**config.mk**
```make
export PLATFORM = sky130hd
export DESIGN_NAME = pi_loop_filter_gs
export DESIGN_NICKNAME = d
export VERILOG_FILES = /design/src/rtl/adpll_pkg.sv /design/src/rtl/pi_loop_filter_gs_lock_detector.sv /design/src/rtl/pi_loop_filter_gs.sv
export SDC_FILE = /design/constraint.sdc
export NUM_CORES = 1
export LEC_CHECK = 0
export BUFFER_PORTS_ARGS = -buffer_cell sky130_fd_sc_hd__buf_2
export CAP_MARGIN = 20
export CORE_UTILIZATION = 55
export CTS_BUF_LIST = sky130_fd_sc_hd__clkbuf_8 sky130_fd_sc_hd__clkbuf_16
export DETAILED_ROUTE_END_ITERATION = 10
export PLACE_DENSITY_LB_ADDON = 0.1
export SLEW_MARGIN = 5
export SYNTH_ARGS = -nofsm -noshare
export SYNTH_HDL_FRONTEND = slang
export SYNTH_SLANG_ARGS = --single-unit
```
**constraint.sdc**
```tcl
create_clock -name gen_clk_i -period 6.3 [get_ports gen_clk_i]
set_input_delay 0 -clock gen_clk_i [delete_from_list [all_inputs] [get_ports gen_clk_i]]
set_output_delay 0 -clock gen_clk_i [all_outputs]
set_load 0.02 [all_outputs]
```
**src/rtl/adpll_pkg.sv**
```systemverilog
// Shared ADPLL types and helpers: gear states, DCO code midpoint/max and a
// wide signed saturate used for both the integrator and output clamps.
package adpll_pkg;

  typedef enum logic [1:0] {
    ACQUIRE = 2'd0,
    TRACK   = 2'd1,
    LOCKED  = 2'd2
  } gear_state_t;

  function automatic int mid_code(input int w);
    return 1 << (w - 1);
  endfunction

  function automatic int cmax_code(input int w);
    return (1 << w) - 1;
  endfunction

  function automatic logic signed [63:0] saturate(input logic signed [63:0] x,
                                                  input logic signed [63:0] lo,
                                                  input logic signed [63:0] hi);
    if (x < lo) return lo;
    if (x > hi) return hi;
    return x;
  endfunction

endpackage

```
**src/rtl/pi_loop_filter_gs_lock_detector.sv**
```systemverilog
// Lock detector: error magnitude compare, in-lock run counter and the
// ACQUIRE/TRACK/LOCKED gear state machine.
module lock_detector
  import adpll_pkg::*;
#(
  parameter int ERROR_WIDTH = 8,
  parameter int LOCK_THRESH = 2,
  parameter int LOCK_COUNT  = 16,
  parameter int UNLOCK_MULT = 4
) (
  input  logic                          clk,
  input  logic                          rst,
  input  logic signed [ERROR_WIDTH-1:0] error,
  input  logic                          valid,
  input  logic                          freeze,
  output gear_state_t                   gear_state,
  output logic                          locked
);

  localparam int MAG_W = ERROR_WIDTH + 1;
  localparam int CNT_W = $clog2(LOCK_COUNT + 1);
  localparam logic [MAG_W-1:0] THRESH  = MAG_W'(LOCK_THRESH);
  localparam logic [MAG_W-1:0] UNLOCK  = MAG_W'(UNLOCK_MULT * LOCK_THRESH);
  localparam logic [CNT_W-1:0] CNT_MAX = CNT_W'(LOCK_COUNT);

  logic signed [MAG_W-1:0] err_x;
  logic        [MAG_W-1:0] mag;
  logic                    in_lock;
  logic                    far_out;
  logic        [CNT_W-1:0] cnt;
  logic        [CNT_W-1:0] cnt_inc;

  // One extra bit so the most negative error yields its true magnitude
  assign err_x   = {error[ERROR_WIDTH-1], error};
  assign mag     = err_x[MAG_W-1] ? MAG_W'(-err_x) : MAG_W'(err_x);
  assign in_lock = (mag <= THRESH);
  assign far_out = (mag > UNLOCK);
  assign cnt_inc = (cnt == CNT_MAX) ? cnt : cnt + CNT_W'(1);

  always_ff @(posedge clk) begin
    if (rst) begin
      gear_state <= ACQUIRE;
      cnt        <= '0;
      locked     <= 1'b0;
    end else if (valid && !freeze) begin
      if (in_lock) begin
        if (gear_state == ACQUIRE && cnt_inc == CNT_MAX) begin
          gear_state <= TRACK;
          cnt        <= '0;
          locked     <= 1'b0;
        end else if (gear_state == TRACK && cnt_inc == CNT_MAX) begin
          gear_state <= LOCKED;
          cnt        <= '0;
          locked     <= 1'b1;
        end else begin
          cnt <= cnt_inc;
        end
      end else begin
        cnt <= '0;
        if (gear_state == TRACK && far_out) begin
          gear_state <= ACQUIRE;
          locked     <= 1'b0;
        end else if (gear_state == LOCKED) begin
          gear_state <= TRACK;
          locked     <= 1'b0;
        end
      end
    end
  end

endmodule

```
**src/rtl/pi_loop_filter_gs.sv**
```systemverilog
// Gear-shifted PI loop filter: two-stage pipeline from PFD error to DCO code,
// with anti-windup integrator clamp, output saturation and freeze.
module pi_loop_filter_gs
  import adpll_pkg::*;
#(
  parameter int ERROR_WIDTH   = 8,
  parameter int DCO_CC_WIDTH  = 5,
  parameter int KP_WIDTH      = 5,
  parameter int KP_FRAC_WIDTH = 4,
  parameter int KI_WIDTH      = 11,
  parameter int KI_FRAC_WIDTH = 10,
  parameter int ACC_WIDTH     = 24,
  parameter int GEAR_SHIFT    = 2,
  parameter int LOCK_THRESH   = 2,
  parameter int LOCK_COUNT    = 16,
  parameter int UNLOCK_MULT   = 4
) (
  input  logic                          gen_clk_i,
  input  logic                          reset_i,
  input  logic signed [ERROR_WIDTH-1:0] error_i,
  input  logic                          error_valid_i,
  input  logic        [KP_WIDTH-1:0]    kp_i,
  input  logic        [KI_WIDTH-1:0]    ki_i,
  input  logic                          freeze_i,
  output logic        [DCO_CC_WIDTH-1:0] dco_cc_o,
  output logic                          dco_cc_valid_o,
  output logic                          locked_o,
  output logic        [1:0]             gear_state_o
);

  localparam int KP_E_W = KP_WIDTH + GEAR_SHIFT;
  localparam int KI_E_W = KI_WIDTH + GEAR_SHIFT;
  localparam int PP_W   = ERROR_WIDTH + KP_E_W + 1;
  localparam int PI_W   = ERROR_WIDTH + KI_E_W + 1;
  localparam int MID    = mid_code(DCO_CC_WIDTH);
  localparam int CMAX   = cmax_code(DCO_CC_WIDTH);
  localparam longint ACC_LO = -(longint'(MID) <<< KI_FRAC_WIDTH);
  localparam longint ACC_HI = longint'(CMAX - MID) <<< KI_FRAC_WIDTH;

  gear_state_t gear;
  logic        locked;

  lock_detector #(
    .ERROR_WIDTH (ERROR_WIDTH),
    .LOCK_THRESH (LOCK_THRESH),
    .LOCK_COUNT  (LOCK_COUNT),
    .UNLOCK_MULT (UNLOCK_MULT)
  ) u_lock_detector (
    .clk        (gen_clk_i),
    .rst        (reset_i),
    .error      (error_i),
    .valid      (error_valid_i),
    .freeze     (freeze_i),
    .gear_state (gear),
    .locked     (locked)
  );

  assign gear_state_o = gear;
  assign locked_o     = locked;

  logic        [KP_E_W-1:0] kp_eff;
  logic        [KI_E_W-1:0] ki_eff;
  logic signed [PP_W-1:0]   kp_s;
  logic signed [PI_W-1:0]   ki_s;
  logic signed [PP_W-1:0]   prod_p;
  logic signed [PI_W-1:0]   prod_i;

  assign kp_eff = (gear == ACQUIRE) ? KP_E_W'(kp_i) << GEAR_SHIFT : KP_E_W'(kp_i);
  assign ki_eff = (gear == ACQUIRE) ? KI_E_W'(ki_i) << GEAR_SHIFT : KI_E_W'(ki_i);
  assign kp_s   = PP_W'($signed({1'b0, kp_eff}));
  assign ki_s   = PI_W'($signed({1'b0, ki_eff}));
  assign prod_p = PP_W'(error_i) * kp_s;
  assign prod_i = PI_W'(error_i) * ki_s;

  // Stage 1: full-precision products registered on the sample edge
  logic signed [PP_W-1:0] prod_p_p1;
  logic signed [PI_W-1:0] prod_i_p1;
  logic                   frz_p1;
  logic                   vld_p1;

  always_ff @(posedge gen_clk_i) begin
    if (error_valid_i) begin
      prod_p_p1 <= prod_p;
      prod_i_p1 <= prod_i;
      frz_p1    <= freeze_i;
    end
  end

  // Stage 2: integrate with anti-windup, combine and saturate to the code range
  logic signed [ACC_WIDTH-1:0]    acc;
  logic signed [ACC_WIDTH-1:0]    acc_next;
  logic signed [63:0]             acc_sum;
  logic signed [63:0]             cc_sum;
  logic        [DCO_CC_WIDTH-1:0] cc_next;

  always_comb begin
    acc_sum  = longint'(acc) + longint'(prod_i_p1);
    acc_next = frz_p1 ? acc : ACC_WIDTH'(saturate(acc_sum, ACC_LO, ACC_HI));
    cc_sum   = longint'(MID) + (longint'(prod_p_p1) >>> KP_FRAC_WIDTH)
             + (longint'(acc_next) >>> KI_FRAC_WIDTH);
    cc_next  = DCO_CC_WIDTH'(saturate(cc_sum, 64'sd0, longint'(CMAX)));
  end

  always_ff @(posedge gen_clk_i) begin
    if (reset_i) begin
      vld_p1         <= 1'b0;
      dco_cc_valid_o <= 1'b0;
      dco_cc_o       <= DCO_CC_WIDTH'(MID);
      acc            <= '0;
    end else begin
      vld_p1         <= error_valid_i;
      dco_cc_valid_o <= vld_p1;
      if (vld_p1) begin
        acc      <= acc_next;
        dco_cc_o <= cc_next;
      end
    end
  end

endmodule

```
==> run_results.csv, run 1 <==
group,metric,value,unit
cells_and_area,nFillCells,1774,
global_routing,grt_use_total,25.1,%
synth,synthArstFlopShare,0,%
route,dr.pass1.iters,5,
route,detail-route-antenna-nets,0,
clocking,cts_made_buffers,9,
synth,synthesis.nets,1547,
route,met2_length,11000,µm
worst_setup_path,arrival,6.21,ns
worst_setup_path,crit_required,6.52,ns
synth,synth-edff-count,35,
synth,yosys.area.top_type,"fa_1",
worst_setup_path,cp_top_family,"compound AO/OA/AOI/OAI gates",
die,initial_core_util,56.4,%
sta,period_minus_slack,5.99,ns
synth,synthCells,1267,
synth,synth_cell_type_count,77,
synth,synth-seq-cells,73,
die,core_region_area,19500,µm²
die,fp.dieArea,20600,µm²
synth,synth_ff_type,"dfxtp_1",
route,wire_per_inst,15.9,µm
clocking,clk_pin_slew,0.07,ns
synth,synthesis.area,11000,µm²
synth,ys_seq_area_share,16.5,%
sta,fin_setup_tns,0,ns
synth,yosysTopAreaCellShare,20.9,%
worst_setup_path,crit_buf_inv,3,
clocking,clk_latency,0.34,ns
power,fin_total_pwr,3.45,mW
global_routing,first_global_vias,8285,
global_routing,grt_antenna_before_repair,0,
die,die_w,143,µm
route,dr.first_iter.drc_count,425,
power,peakVddDrop,170,µV
clocking,cts.sinks,73,
synth,syn-mean-instance-area,8.69,µm²
die,std_cell_rows,51,
run,cap_violations,0,
power,leakage,5.80,nW
sta,slew_headroom,25.9,%
placement,port_buffers,36,
global_routing,grt_max_degree,39,
synth,synthTopCellsByArea,"fa_1 (21%), ha_1 (16%), edfxtp_1 (9.5%)",
power,power.density,292,nW/µm²
min_path,min_path_type,"in -> reg",
cells_and_area,nNetsFinal,1569,
cells_and_area,antenna_cells,0,
sta,timing.final.crit_share,95.1,%
placement,dp_hpwl,19500,µm
sta,timing.final.ws_setup,0.308,ns
cells_and_area,area_growth,7.20,%
placement,gp_congestion,0.908,
worst_setup_path,end_kind,"flip-flop",
route,highest-signal-layer,"met4",
worst_setup_path,cpMaxStageDelayCell,"or4_1",
cells_and_area,seq_area,1810,µm²
sta,finalMaxSlewViolations,0,
sta,fmax,167,MHz
synth,synth_warnings,0,
clocking,clock_path_buffers,2,
route,drc,0,
sta,tightest_slew,1.11,ns
worst_setup_path,critPathLaunchType,"flip-flop",
route,vias_per_cell,5.52,
route,vias,8611,
clocking,htree_levels,3,
worst_setup_path,slowest_delay,0.52,ns
sta,rsz0062_at_grt,"yes",
route,met1_length,12500,µm
worst_setup_path,crit_type,"reg -> reg",
worst_setup_path,cp_max_fo,5,
run_status,outcome,"completed",
sta,setup_viol,0,
placement,dp_slack,0.237,ns
clocking,clock-root-buffer,"clkbuf_16",
sta,final_hold_viol_count,0,
global_routing,gr-total-overflow,0,
sta,clock-skew-final,0.0127,ns
global_routing,grt_pass1_wl,40800,µm
route,wl_met3,924,µm
die,dieHeight,143,µm
die,ios,37,
cells_and_area,layout-drive-gt1-share,7.42,%
clocking,cts_tree,"yes",
sta,holdWs,0.0409,ns
route,wl,24800,µm
cells_and_area,multiInputGateArea,8310,µm²
-- sequential cells by signal, indices dropped and copies added, names as in the netlist --
register                    cells
dco_cc_valid_o                  1
dco_cc_o                        5
acc                            24
u_lock_detector.cnt             5
vld_p1                          1
u_lock_detector.gear_state      1
u_lock_detector.locked          1
frz_p1                          1
prod_p_p1                      12
prod_i_p1                      22
-- cell usage in the layout (no fill, tap or decap), types with 8 or more instances in the layout --
cell and n:
o21a_1 27, a21o_1 11, a21boi_0 8, nand2_1 100, o211ai_1 8, a32o_1 10, buf_2 36, and3_1 39
edfxtp_1 35, a21oi_1 49, clkbuf_16 10, nand3_1 29, and2_1 21, ha_1 136, dfxtp_1 38, nor3_1 23
mux2i_1 15, xnor2_1 42, nor2b_1 29, inv_1 197, o21ai_0 51, fa_1 115, nor2_1 91, buf_4 15
xor2_1 10, nand2b_1 23
-- worst paths after layout --
check,startpoint,endpoint,slack [ns],cells after the start
setup / recovery,prod_i_p1[0]$_DFFE_PP_,dco_cc_o[0]$_SDFFE_PP0P_,0.31,27
hold / removal,reset_i,u_lock_detector.cnt[3]$_SDFFE_PP0P_,0.04,2
setup reg to reg,prod_i_p1[0]$_DFFE_PP_,dco_cc_o[0]$_SDFFE_PP0P_,0.31,27
hold reg to reg,acc[8]$_SDFFE_PP0P_,acc[8]$_SDFFE_PP0P_,0.48,1
-- synthesized netlist by cell type, types with 10 or more instances --
| cell type | n |
|---|---|
| a21o_1 | 11 |
| a21oi_1 | 51 |
| a32o_1 | 10 |
| and2_1 | 21 |
| and3_1 | 39 |
| clkbuf_1 | 35 |
| dfxtp_1 | 38 |
| edfxtp_1 | 35 |
| fa_1 | 115 |
| ha_1 | 137 |
| inv_1 | 197 |
| mux2i_1 | 15 |
| nand2_1 | 100 |
| nand2b_1 | 24 |
| nand3_1 | 29 |
| nor2_1 | 92 |
| nor2b_1 | 29 |
| nor3_1 | 23 |
| o21a_1 | 27 |
| o21ai_0 | 56 |
| xnor2_1 | 42 |
| xor2_1 | 10 |
-- through the flow --
step	area (µm²)	instances	util, %
final	11800	1559	60.5
after detailed placement	11400	1537	58.4
after floorplan	11000	1267	-
after global routing	11800	1559	60.5
after global placement	11400	1537	58.4
after CTS	11700	1554	60.1
-- power by group --
part	internal [mW]	switching, mW	leakage [nW]	total, mW
logic	0.958	1.25	5.00	2.21
registers	0.665	0.0549	0.652	0.720
clock network	0.299	0.221	0.148	0.520
-- timing repair --
item                                   in CTS  in global routing
setup endpoints to repair                   0                  6
endpoints found under the hold margin       1                  0
resized for setup                           0                 15
setup buffers                               0                  4
hold buffers                                1                  0
-- worst register-to-register path: cells and delay by family, from the launching register on --
kind                     cells  cell delay [ns]
AO/OA/AOI/OAI               11             1.97
AND/OR/NAND/NOR              7             1.87
adder cells (fa/ha/maj)      5             1.29
flip-flops                   1             0.33
buffers and inverters        3             0.27
XOR/XNOR                     1             0.15
-- final cells by class --
class                   instances  area share, %
repair buffers                 52           2.57
inverters                     197           6.26
multi-input cells             956           70.4
clock inverters                 6          0.477
flip-flops and latches         73           15.3
well taps                     265           2.81
clock buffers                  10           2.12
-- kinds of logic (layout without fill, tap and decap cells) --
| kind of cell | Yosys count | count (layout) | share of synthesized area (%) |
|---|---|---|---|
| flops | 73 | 73 | 16.5 |
| simple gates | 394 | 395 | 18.0 |
| xor+xnor | 52 | 52 | 4.14 |
| fa+ha+maj | 252 | 252 | 36.5 |
| mux | 17 | 17 | 1.70 |
| buf+inv | 239 | 265 | 8.50 |
| compound gates | 240 | 240 | 14.8 |
-- per-layer routing --
metal	global-route usage (%)	up-vias
li1	-	4324
met1	36.9	4074
met2	40.1	189
met3	2.20	24
met4	5.32	0
met5	0	-
Note: power is estimated with default switching activity, not from simulation.
==> run 2, diff against run 1 <==
Settings changed: MAX_ROUTING_LAYER set to met4, SETUP_SLACK_MARGIN set to 0.3.
==> run 2 against run 1 <==
Total power is 3.2% higher. Non-clock buffer count is 6 higher. Register-to-register slack better by 0.13 ns. Maximum frequency is 2.3% higher. Critical endpoint is now dco_cc_o[3]$_SDFFE_PP0P_. Largest cell class unchanged. Highest routed layer unchanged.
==> run_results.csv, run 2 (synthesized netlist as in run 1, its figures left out) <==
group,metric,value,unit
placement,gp_congestion,0.895,
power,p_int,2.00,mW
clocking,cts_made_buffers,9,
power,switching_power,1.57,mW
cells_and_area,top_register,"acc",
route,dr.first_iter.drc_count,410,
power,netSwitchingFraction,43.9,%
die,core_region_area,19500,µm²
sta,fin_setup_tns,0,ns
clocking,cts.sinks,73,
worst_setup_path,crit_buf_inv,4,
power,p_comb_share,63.7,%
worst_setup_path,critPathLaunchType,"flip-flop",
clocking,clock_path_buffers,2,
clocking,clk_latency,0.34,ns
cells_and_area,layout-drive-gt1-share,9.55,%
worst_setup_path,slowest_delay,0.52,ns
cells_and_area,area_growth,9.03,%
sta,finalMaxSlewViolations,0,
worst_setup_path,cp_num_cells,26,
die,ios,37,
worst_setup_path,cp_max_fo,5,
die,dieHeight,143,µm
cells_and_area,final_common_cell,"inv_1",
sta,slew_headroom,26.9,%
worst_setup_path,crit_type,"reg -> reg",
power,power_frac_seq,20.5,%
sta,fmax,171,MHz
route,vias,8752,
die,fp.dieArea,20600,µm²
min_path,min_path_type,"in -> reg",
sta,final_hold_viol_count,0,
run,cap_violations,0,
worst_setup_path,cpMaxStageDelayCell,"fa_2",
global_routing,grt_max_degree,39,
worst_setup_path,reg2reg_depth,26,
route,detail-route-antenna-nets,0,
cells_and_area,reg_top3,"acc x24, prod_i_p1 x22, prod_p_p1 x12",
sta,tightest_slew,1.09,ns
worst_setup_path,arrival,6.08,ns
global_routing,grt_antenna_before_repair,0,
cells_and_area,final_cell_mix,"inv_1 (194), ha_1 (131), fa_1 (113)",
cells_and_area,nFillCells,1760,
worst_setup_path,end_kind,"flip-flop",
route,vias_per_cell,5.60,
worst_setup_path,startpoint,"prod_i_p1[0]$_DFFE_PP_",
worst_setup_path,cp_top_family,"simple AND/OR/NAND/NOR gates",
route,wire_per_inst,15.9,µm
global_routing,grt_use_total,26.6,%
sta,setup_viol,0,
run_status,outcome,"completed",
sta,period_minus_slack,5.86,ns
clocking,clk_pin_slew,0.06,ns
die,die_w,143,µm
power,peakVddDrop,146,µV
placement,dp_hpwl,19800,µm
sta,rsz0062_at_grt,"yes",
clocking,htree_levels,3,
cells_and_area,largest_reg_flops,24,
route,dr.pass1.iters,5,
worst_setup_path,rrSetupSlack,0.44,ns
cells_and_area,nNetsFinal,1574,
sta,clock-skew-final,0.0103,ns
worst_setup_path,r2r-start,"prod_i_p1[0]$_DFFE_PP_",
worst_setup_path,crit_required,6.52,ns
power,fin_total_pwr,3.56,mW
worst_setup_path,crit_path_end,"dco_cc_o[3]$_SDFFE_PP0P_",
power,leakage,5.86,nW
die,initial_core_util,56.4,%
clocking,cts_tree,"yes",
power,power.density,297,nW/µm²
die,std_cell_rows,51,
sta,timing.final.crit_share,93.0,%
power,pwr-share-clk,15.7,%
placement,port_buffers,36,
global_routing,gr-total-overflow,0,
route,drc,0,
cells_and_area,antenna_cells,0,
global_routing,first_global_vias,8516,
clocking,clock-root-buffer,"clkbuf_16",
worst_setup_path,crit-reg2reg-capture,"dco_cc_o[3]$_SDFFE_PP0P_",
route,wl,24900,µm
global_routing,grt_pass1_wl,42100,µm
run 2: how the worst min path moves through the flow:
stage	start	to	slack, ns	cells after the start
2_1_floorplan	freeze_i	frz_p1$_DFFE_PP_	0.1	0
3_5_place_dp	freeze_i	frz_p1$_DFFE_PP_	0.24	1
6_report	reset_i	u_lock_detector.cnt[3]$_SDFFE_PP0P_	0.05	2
4_1_cts	reset_i	u_lock_detector.cnt[3]$_SDFFE_PP0P_	0.03	2
3_3_place_gp	freeze_i	frz_p1$_DFFE_PP_	0.24	1
5_1_grt	reset_i	u_lock_detector.cnt[3]$_SDFFE_PP0P_	0.07	2
run 2: final cells by class:
type                            instances  area (µm²)  share of cell area (%)
Multi-Input combinational cell        955        8430                    70.2
Sequential cell                        73        1810                    15.1
Inverter                              197         739                    6.16
Clock inverter                          6        76.3                   0.636
Tap cell                              265         332                    2.76
Clock buffer                           10         250                    2.08
Timing Repair Buffer                   58         368                    3.06
run 2: power groups by stage:
stage / sequential (mW) / combinational, mW / clock (mW)
final: 0.732 / 2.27 / 0.560
after global routing: 0.737 / 2.58 / 0.590
after CTS: 0.727 / 2.21 / 0.571
after detailed placement: 0.736 / 2.17 / 0
after global placement: 0.738 / 2.15 / 0
after floorplan: 0.709 / 1.73 / 0
run 2: metal layers:
metal	track usage, %	wire (µm)
met1	38.0	12400
met2	40.9	11100
met3	3.17	1070
met4	5.04	295
met5	-	0
run 2: per-stage QoR:
stage | std cells | hold slack [ns] | cell area, µm² | util [%] | setup WS [ns]
5_1_grt | 1564 | 0.0738 | 12000 | 61.5 | 0.241
3_5_place_dp | 1539 | 0.238 | 11400 | 58.6 | 0.174
3_3_place_gp | 1539 | 0.242 | 11400 | 58.6 | 0.353
4_1_cts | 1559 | 0.0329 | 11800 | 60.5 | 0.300
2_1_floorplan | 1267 | 0.0989 | 11000 | - | 0.564
6_report | 1564 | 0.0538 | 12000 | 61.5 | 0.441
run 2: what timing repair did:
item / 4_1_cts / 5_1_grt
pin swaps: 7 / 15
endpoints found under the setup margin: 5 / 11
gates cloned: 0 / 0
resized for setup: 9 / 36
hold buffers: 1 / 0
setup buffers: 3 / 5
hold endpoints to repair: 1 / 0
run 2: worst register-to-register path, delay by kind of cell (launching register included):
family / cells / cell delay [ns]
AOI/OAI and AO/OA: 10 / 1.54
adders and majority gates: 5 / 1.43
buffers and inverters: 4 / 0.24
DFF: 1 / 0.37
and+or+nand+nor: 7 / 2.16
